$ cat src/rtl/m_fft_pkg.sv
// Shared constants, state encoding and index mapping for the 8-point FFT
// datapath. Reused by the loader, butterfly and output stages.
package m_fft_pkg;

    localparam int N_PTS = 8;
    localparam int AW    = 3;

    typedef enum logic [1:0] {
        FILL,
        FLUSH,
        SETTLE,
        READY
    } state_t;

    // 3-bit bit reversal: sample index -> register-file address
    function automatic logic [AW-1:0] bitrev3(input logic [AW-1:0] n);
        return {n[0], n[1], n[2]};
    endfunction

endpackage

$ cat src/rtl/m_fft_loader.sv
// Upstream loader for the 8-entry complex-sample register file feeding the
// 8-point FFT. Accepts a valid/ready stream of {real, imag} samples, writes
// each group of 8 into the register file (bit-reversed addresses by default),
// and raises frame_valid once the register file's registered outputs hold the
// complete frame. Input is stalled until the FFT core acknowledges the frame.
//
// Ports:
//   clk, rst     - clock, synchronous active-high reset
//   s_valid      - input sample valid
//   s_ready      - loader can accept a sample (combinational, FILL only)
//   s_data       - input sample, real in [2*DW-1:DW], imag in [DW-1:0]
//   ram_addr     - register-file write address
//   ram_data     - register-file write data
//   ram_we       - register-file write enable
//   frame_valid  - complete frame visible on register-file outputs
//   frame_ack    - FFT core has consumed the frame
//   frame_id     - wrapping count of completed frames
module m_fft_loader
    import m_fft_pkg::*;
#(
    parameter int          DW      = 32,
    parameter int unsigned BIT_REV = 1,
    parameter int          FID_W   = 8
) (
    input  logic              clk,
    input  logic              rst,
    input  logic              s_valid,
    output logic              s_ready,
    input  logic [2*DW-1:0]   s_data,
    output logic [AW-1:0]     ram_addr,
    output logic [2*DW-1:0]   ram_data,
    output logic              ram_we,
    output logic              frame_valid,
    input  logic              frame_ack,
    output logic [FID_W-1:0]  frame_id
);

    state_t              state_q, state_d;
    logic [AW-1:0]       cnt_q, cnt_d;
    logic                ram_we_q, ram_we_d;
    logic [AW-1:0]       ram_addr_q, ram_addr_d;
    logic [2*DW-1:0]     ram_data_q, ram_data_d;
    logic                frame_valid_q, frame_valid_d;
    logic [FID_W-1:0]    frame_id_q, frame_id_d;
    logic                accept;

    assign s_ready = (state_q == FILL) && !rst;
    assign accept  = s_valid && s_ready;

    always_comb begin
        state_d       = state_q;
        cnt_d         = cnt_q;
        ram_we_d      = 1'b0;
        ram_addr_d    = ram_addr_q;
        ram_data_d    = ram_data_q;
        frame_valid_d = frame_valid_q;
        frame_id_d    = frame_id_q;
        unique case (state_q)
            FILL: begin
                if (accept) begin
                    ram_we_d   = 1'b1;
                    ram_addr_d = (BIT_REV != 0) ? bitrev3(cnt_q) : cnt_q;
                    ram_data_d = s_data;
                    cnt_d      = cnt_q + AW'(1);  // wraps to 0 after the 8th sample
                    if (cnt_q == AW'(N_PTS - 1)) begin
                        state_d = FLUSH;
                    end
                end
            end
            // Last write is on the register-file port this cycle.
            FLUSH: begin
                state_d = SETTLE;
            end
            // Register file captures its outputs; frame is visible next edge.
            SETTLE: begin
                state_d       = READY;
                frame_valid_d = 1'b1;
                frame_id_d    = frame_id_q + FID_W'(1);
            end
            READY: begin
                if (frame_ack) begin
                    state_d       = FILL;
                    frame_valid_d = 1'b0;
                end
            end
            default: begin
                state_d = FILL;
            end
        endcase
    end

    always_ff @(posedge clk) begin
        if (rst) begin
            state_q       <= FILL;
            cnt_q         <= '0;
            ram_we_q      <= 1'b0;
            ram_addr_q    <= '0;
            ram_data_q    <= '0;
            frame_valid_q <= 1'b0;
            frame_id_q    <= '0;
        end else begin
            state_q       <= state_d;
            cnt_q         <= cnt_d;
            ram_we_q      <= ram_we_d;
            ram_addr_q    <= ram_addr_d;
            ram_data_q    <= ram_data_d;
            frame_valid_q <= frame_valid_d;
            frame_id_q    <= frame_id_d;
        end
    end

    assign ram_we      = ram_we_q;
    assign ram_addr    = ram_addr_q;
    assign ram_data    = ram_data_q;
    assign frame_valid = frame_valid_q;
    assign frame_id    = frame_id_q;

endmodule

$ cat config.mk
export PLATFORM = sky130hd
export DESIGN_NAME = m_fft_loader
export DESIGN_NICKNAME = d
export VERILOG_FILES = /design/src/rtl/m_fft_pkg.sv /design/src/rtl/m_fft_loader.sv
export SDC_FILE = /design/constraint.sdc
export NUM_CORES = 1
export LEC_CHECK = 0
export ABC_AREA = 1
export CELL_PAD_IN_SITES_DETAIL_PLACEMENT = 1
export CELL_PAD_IN_SITES_GLOBAL_PLACEMENT = 1
export CORE_MARGIN = 3
export CORE_UTILIZATION = 30
export DETAILED_ROUTE_END_ITERATION = 10
export PLACE_DENSITY = 0.9
export SLEW_MARGIN = 20
export SYNTH_ARGS = -nofsm -noshare
export SYNTH_HDL_FRONTEND = slang
export SYNTH_SLANG_ARGS = --single-unit
$ cat constraint.sdc
create_clock -name clk -period 4 [get_ports clk]
set_clock_uncertainty 0.2 [all_clocks]
set_input_delay 0.4 -clock clk [delete_from_list [all_inputs] [get_ports clk]]
set_output_delay 0.4 -clock clk [all_outputs]
set_load 0.1 [all_outputs]
== Word-level counts from Yosys, hierarchy flattened ==
Cells that the tools add are included.

* $add $sub $neg: 2
* Shifts and indexed selects: 0
* Mux-type cells: 7
* Equality and inequality tests: 7
* Multiply operators: 0
* Reductions and logical operators: 9
* Bitwise operators: 1
* Divide/modulo/power cells: 0
* $lt $le $gt $ge: 0

{| class="wikitable"
|+ Operator list
! operator !! number
|-
| $add A8 B1 Y8 const B || 1
|-
| $pmux W2 S4 || 1
|-
| $mux W2 || 3
|-
| $eq A2 B2 Y1 const B || 2
|-
| $ne A2 B2 Y1 const B || 2
|-
| $reduce_and A2 Y1 || 2
|-
| $add A3 B1 Y3 const B || 1
|-
| $eq A3 B3 Y1 const B || 1
|-
| $reduce_and A3 Y1 || 1
|-
| $eq A2 B1 Y1 const B || 1
|-
| $logic_and A1 B1 Y1 || 2
|-
| $logic_not A2 Y1 || 1
|-
| $mux W1 || 2
|-
| $ne A2 B1 Y1 const B || 1
|-
| $pmux W1 S2 || 1
|-
| $reduce_bool A2 Y1 || 1
|-
| $reduce_or A2 Y1 || 1
|-
| $logic_not A1 Y1 || 1
|-
| $not A1 Y1 || 1
|}

* Bits in writable memories: 0
* ROM bits: 0
* Flip-flop bits (word level): 82
* Bits in latches: 0
* Memories: 0
* Output and inout port bits: 78
* Logic and storage cells: 33

== Longest topological paths before layout ==
* Depth in word-level cells: 5
* Gate-level depth with buffers: 10
* Mapped depth without buffers: 9

== Least setup slack after synthesis ==
No wires, ideal clock.

* Kind: reg2reg
* From: register frame_id_q[0], in the netlist frame_id[0]
* To: register frame_id_q[6], in the netlist frame_id[6]
* Data required time: 3681 ps
* Path slack: 1885 ps
* Library setup time: 119 ps
* Arrival time: 1796 ps
* Cell stages (with the launch flop): 7
* Path through: dfxtp_1 ha_1 nand3_1 nor2_1 nand3_1 nand2_1 nor2_1

* Longest elaborated chain between the ends: 1

{| class="wikitable"
|+ Ends and longest elaborated chain
! element !! line !! RTL
|-
| start, declared || m_fft_loader.sv:44 || <nowiki>logic [FID_W-1:0] frame_id_q, frame_id_d;</nowiki>
|-
| start signal, assigned || m_fft_loader.sv:108 || <nowiki>frame_id_q <= frame_id_d;</nowiki>
|-
| $add A8 B1 Y8 || m_fft_loader.sv:78 || <nowiki>frame_id_d = frame_id_q + FID_W'(1);</nowiki>
|}

Every way passes these cells.
A chain may end at the register's enable or synchronous reset.

== Final worst setup path ==
* From: register frame_id_q[4], in the netlist frame_id[4]
* To: output frame_id[4]

{| class="wikitable"
|+ RTL lines
! element !! line !! RTL
|-
| end, declared || m_fft_loader.sv:35 || <nowiki>output logic [FID_W-1:0] frame_id</nowiki>
|}

No word-level cell between the ends.

==> run_summary.xml <==
<?xml version="1.0" encoding="UTF-8"?>
<metrics>
  <group name="yosys">
    <metric name="syn-instance-count" unit="">391</metric>
    <metric name="syn_area" unit="um^2">3030</metric>
    <metric name="synthMostInstantiatedCell" unit="">nand2_1</metric>
    <metric name="sequential_to_total_area_share_from_yosys_stat" unit="">0.543</metric>
    <metric name="post_synth_num_cell_types" unit="">18</metric>
    <metric name="synth.cells.most_frequent" unit="">154 x nand2_1, 82 x dfxtp_1, 72 x nand3_1</metric>
    <metric name="synth.top_cell.area_share" unit="">0.543</metric>
    <metric name="synth_warnings" unit="">0</metric>
    <metric name="postSynth.topFlopCell" unit="">dfxtp_1</metric>
    <metric name="synth_top_cells_by_area" unit="">dfxtp_1 54%, nand2_1 19%, nand3_1 12%</metric>
    <metric name="yosys.area.top_type" unit="">dfxtp_1</metric>
    <metric name="syn_avg_cell_area" unit="um^2">7.74</metric>
    <metric name="postSynthRegisterBits" unit="">82</metric>
    <metric name="synth_edf_count" unit="">0</metric>
    <metric name="synth-async-reset-ratio" unit="">0</metric>
    <metric name="mappedNetlistNets" unit="">466</metric>
  </group>
  <group name="clock_tree">
    <metric name="ctsRootBufferMaster" unit="">clkbuf_8</metric>
    <metric name="cts-buffers-inserted" unit="">9</metric>
    <metric name="cts_hold_buf" unit="">0</metric>
    <metric name="h_tree_depth_reported_by_cts" unit="">3</metric>
    <metric name="worstSkewPairLatency" unit="ns">0.34</metric>
    <metric name="post_cts_resize_count" unit="">0</metric>
    <metric name="clock_tree.buffer_depth" unit="">2</metric>
    <metric name="tritoncts" unit="">yes</metric>
    <metric name="post_cts_repair_setup_buffers" unit="">0</metric>
    <metric name="clkSinkCount" unit="">82</metric>
    <metric name="clkSlewWorstSetupHoldPaths" unit="ns">0.08</metric>
  </group>
  <group name="finish">
    <metric name="area_delta_synth_final" unit="%">57.5</metric>
    <metric name="multiInputGateArea" unit="um^2">1190</metric>
    <metric name="final_cells" unit="">665</metric>
    <metric name="num-nets-final" unit="">602</metric>
    <metric name="filler_cells_inserted" unit="">1184</metric>
    <metric name="drive_above_1_share" unit="">0.0432</metric>
    <metric name="diodes" unit="">0</metric>
    <metric name="regArea" unit="um^2">1640</metric>
  </group>
  <group name="sta">
    <metric name="fraction_of_the_cycle_the_final_worst_path_needs" unit="">0.635</metric>
    <metric name="rsz_0062_raised_after_global_routing" unit="">no</metric>
    <metric name="hold-worst-slack" unit="ns">0.265</metric>
    <metric name="post_layout_minimum_cycle_time" unit="ns">2.54</metric>
    <metric name="finish_stage_setup_viols" unit="">0</metric>
    <metric name="slew-limit-headroom" unit="">0.322</metric>
    <metric name="timing_worst_slew_pin_value" unit="ns">1.01</metric>
    <metric name="fmaxAchievable" unit="MHz">394</metric>
    <metric name="finalHoldViolations" unit="">0</metric>
    <metric name="setup_tns" unit="ns">0</metric>
    <metric name="maxSlewViolCount" unit="">0</metric>
  </group>
  <group name="worst_setup_path">
    <metric name="critical_path.max_stage_delay" unit="ns">1.17</metric>
    <metric name="critPathCaptureType" unit="">primary output</metric>
    <metric name="cp_max_fo" unit="">6</metric>
    <metric name="critical_path.slowest_cell" unit="">clkdlybuf4s50_1</metric>
    <metric name="reg2reg_from" unit="">state_q[0]</metric>
    <metric name="data_arrival_time_of_the_worst_path" unit="ns">1.94</metric>
    <metric name="timing.critical_path.required" unit="ns">3.40</metric>
    <metric name="timing.rr.end" unit="">ram_data[11]</metric>
    <metric name="worstSetupPathType" unit="">register to primary output</metric>
    <metric name="crit_path_buffers_inverters" unit="">1</metric>
    <metric name="start_kind" unit="">register</metric>
    <metric name="cp_cell_sequence" unit="">clkdlybuf4s50_1</metric>
    <metric name="r2r_setup_slack" unit="ns">1.70</metric>
    <metric name="critical_path.top_delay_family" unit="">buffers and inverters</metric>
    <metric name="r2r_depth" unit="">9</metric>
  </group>
  <group name="place">
    <metric name="post-place-cells" unit="">649</metric>
    <metric name="gp_congestion" unit="">0.747</metric>
    <metric name="detailed_place_hpwl" unit="um">7130</metric>
    <metric name="port_buffers" unit="">145</metric>
  </group>
  <group name="detailed_routing">
    <metric name="antenna_left" unit="">0</metric>
    <metric name="drt_wl_total" unit="um">9690</metric>
    <metric name="drt-pass1-iter-count" unit="">5</metric>
    <metric name="via_per_inst" unit="">4.60</metric>
    <metric name="drt_drc_violations_left" unit="">0</metric>
    <metric name="initial_drc_count" unit="">94</metric>
    <metric name="via_count" unit="">3059</metric>
    <metric name="drt-wirelength-per-cell" unit="um">14.6</metric>
  </group>
  <group name="power">
    <metric name="power_leakage" unit="nW">2.13</metric>
    <metric name="irDropWorstVdd" unit="mV">0.183</metric>
    <metric name="power_density" unit="nW/um^2">458</metric>
  </group>
  <group name="grt">
    <metric name="globalRouteOverflowTotal" unit="">0</metric>
    <metric name="grt_first_pass_wirelength" unit="um">15900</metric>
    <metric name="grt_util_all_layers" unit="">0.175</metric>
    <metric name="grt_max_degree" unit="">73</metric>
    <metric name="grt_antenna_before_repair" unit="">0</metric>
    <metric name="number_of_global_route_vias_before_repair" unit="">3381</metric>
  </group>
  <group name="floorplanning">
    <metric name="horizontal_die_dimension" unit="um">106</metric>
    <metric name="floorplan.initialDensity" unit="">0.310</metric>
    <metric name="core_area" unit="um^2">9770</metric>
    <metric name="io_pins" unit="">146</metric>
    <metric name="die-height" unit="um">106</metric>
    <metric name="placementRows" unit="">36</metric>
    <metric name="design.die.area" unit="um^2">11300</metric>
  </group>
  <group name="hold_path">
    <metric name="timing.hold.worst.class" unit="">register to register</metric>
    <metric name="hold_path_depth" unit="">2</metric>
    <metric name="critical_hold_path_startpoint" unit="">ram_data[42]</metric>
    <metric name="min_delay_worst_endpoint" unit="">ram_data[42]</metric>
  </group>
  <group name="job">
    <metric name="max_cap_violations" unit="">0</metric>
  </group>
  <group name="status">
    <metric name="outcome" unit="">finished clean</metric>
  </group>
</metrics>
## cells in the final DEF, fill, tap and decap left out, types with 4 or more instances in the layout
master	count
nand2_1	154
o21ai_0	6
ha_1	7
clkdlybuf4s50_1	144
dfxtp_1	82
clkbuf_8	10
nand3_1	72
a21oi_1	9
buf_4	4
nor2_1	13
inv_1	17
## how the worst max path moves through the flow
| stage | start | cells past startpoint | end |
|---|---|---|---|
| final | frame_id[4] | 1 | frame_id[4] |
| after global routing | frame_id[4] | 1 | frame_id[4] |
| after CTS | frame_id[4] | 1 | frame_id[4] |
| after detailed placement | rst | 5 | ram_data[31] |
| after global placement | rst | 5 | ram_data[26] |
| after floorplan | frame_id[0] | 6 | frame_id[6] |
## registers in the layout (all words and copies together) (netlist names)
| name | count |
|---|---|
| frame_id | 8 |
| ram_we | 1 |
| cnt_q | 3 |
| ram_data | 64 |
| state_q | 2 |
| ram_addr | 3 |
| frame_valid | 1 |
## tightest hold or removal path, stage by stage, from the launching register on
cell,delay (ns)
dfxtp_1,0.31
nand3_1,0.07
nand2_1,0.04
## logic make-up (layout without fill, tap and decap cells)
| kind of cell | count (synthesis) | in the layout | synth area share |
|---|---|---|---|
| buffers and inverters | 42 | 183 | 0.0624 |
| adder cells (fa/ha/maj) | 7 | 7 | 0.0289 |
| AO/OA/AOI/OAI | 15 | 15 | 0.0248 |
| flip-flops | 82 | 82 | 0.543 |
| AND/OR/NAND/NOR | 245 | 245 | 0.341 |
## per-stage QoR
stage | cell area (um^2) | power, mW | util | setup slack [ns]
2_1_floorplan | 3030 | 1.35 | - | 1.89
3_3_place_gp | 4550 | 1.53 | 0.465 | 1.46
3_5_place_dp | 4550 | 1.54 | 0.465 | 1.39
4_1_cts | 4760 | 2.21 | 0.487 | 1.44
5_1_grt | 4760 | 2.27 | 0.487 | 1.38
6_report | 4760 | 2.18 | 0.487 | 1.46
## per-layer routing
metal | vias to the layer above | global-route usage | share of wire
li1 | 1515 | - | -
met1 | 1447 | 0.197 | 0.41
met2 | 82 | 0.315 | 0.53
met3 | 15 | 0.0425 | 0.047
met4 | 0 | 0.0667 | 0.017
met5 | - | 0 | 0
## report_power, final
group,internal (mW),switching (mW),total (mW)
Combinational,0.163,0.462,0.625
Sequential,0.868,0.0296,0.898
Clock,0.367,0.291,0.658
## final cells by class
type	count	share of cell area
Timing Repair Buffer	148	0.309
Clock buffer	11	0.0297
Inverter	19	0.0150
Clock inverter	5	0.0163
Sequential cell	82	0.345
Multi-Input combinational cell	267	0.251
Tap cell	133	0.0349
(Power assumes the default switching activity.)
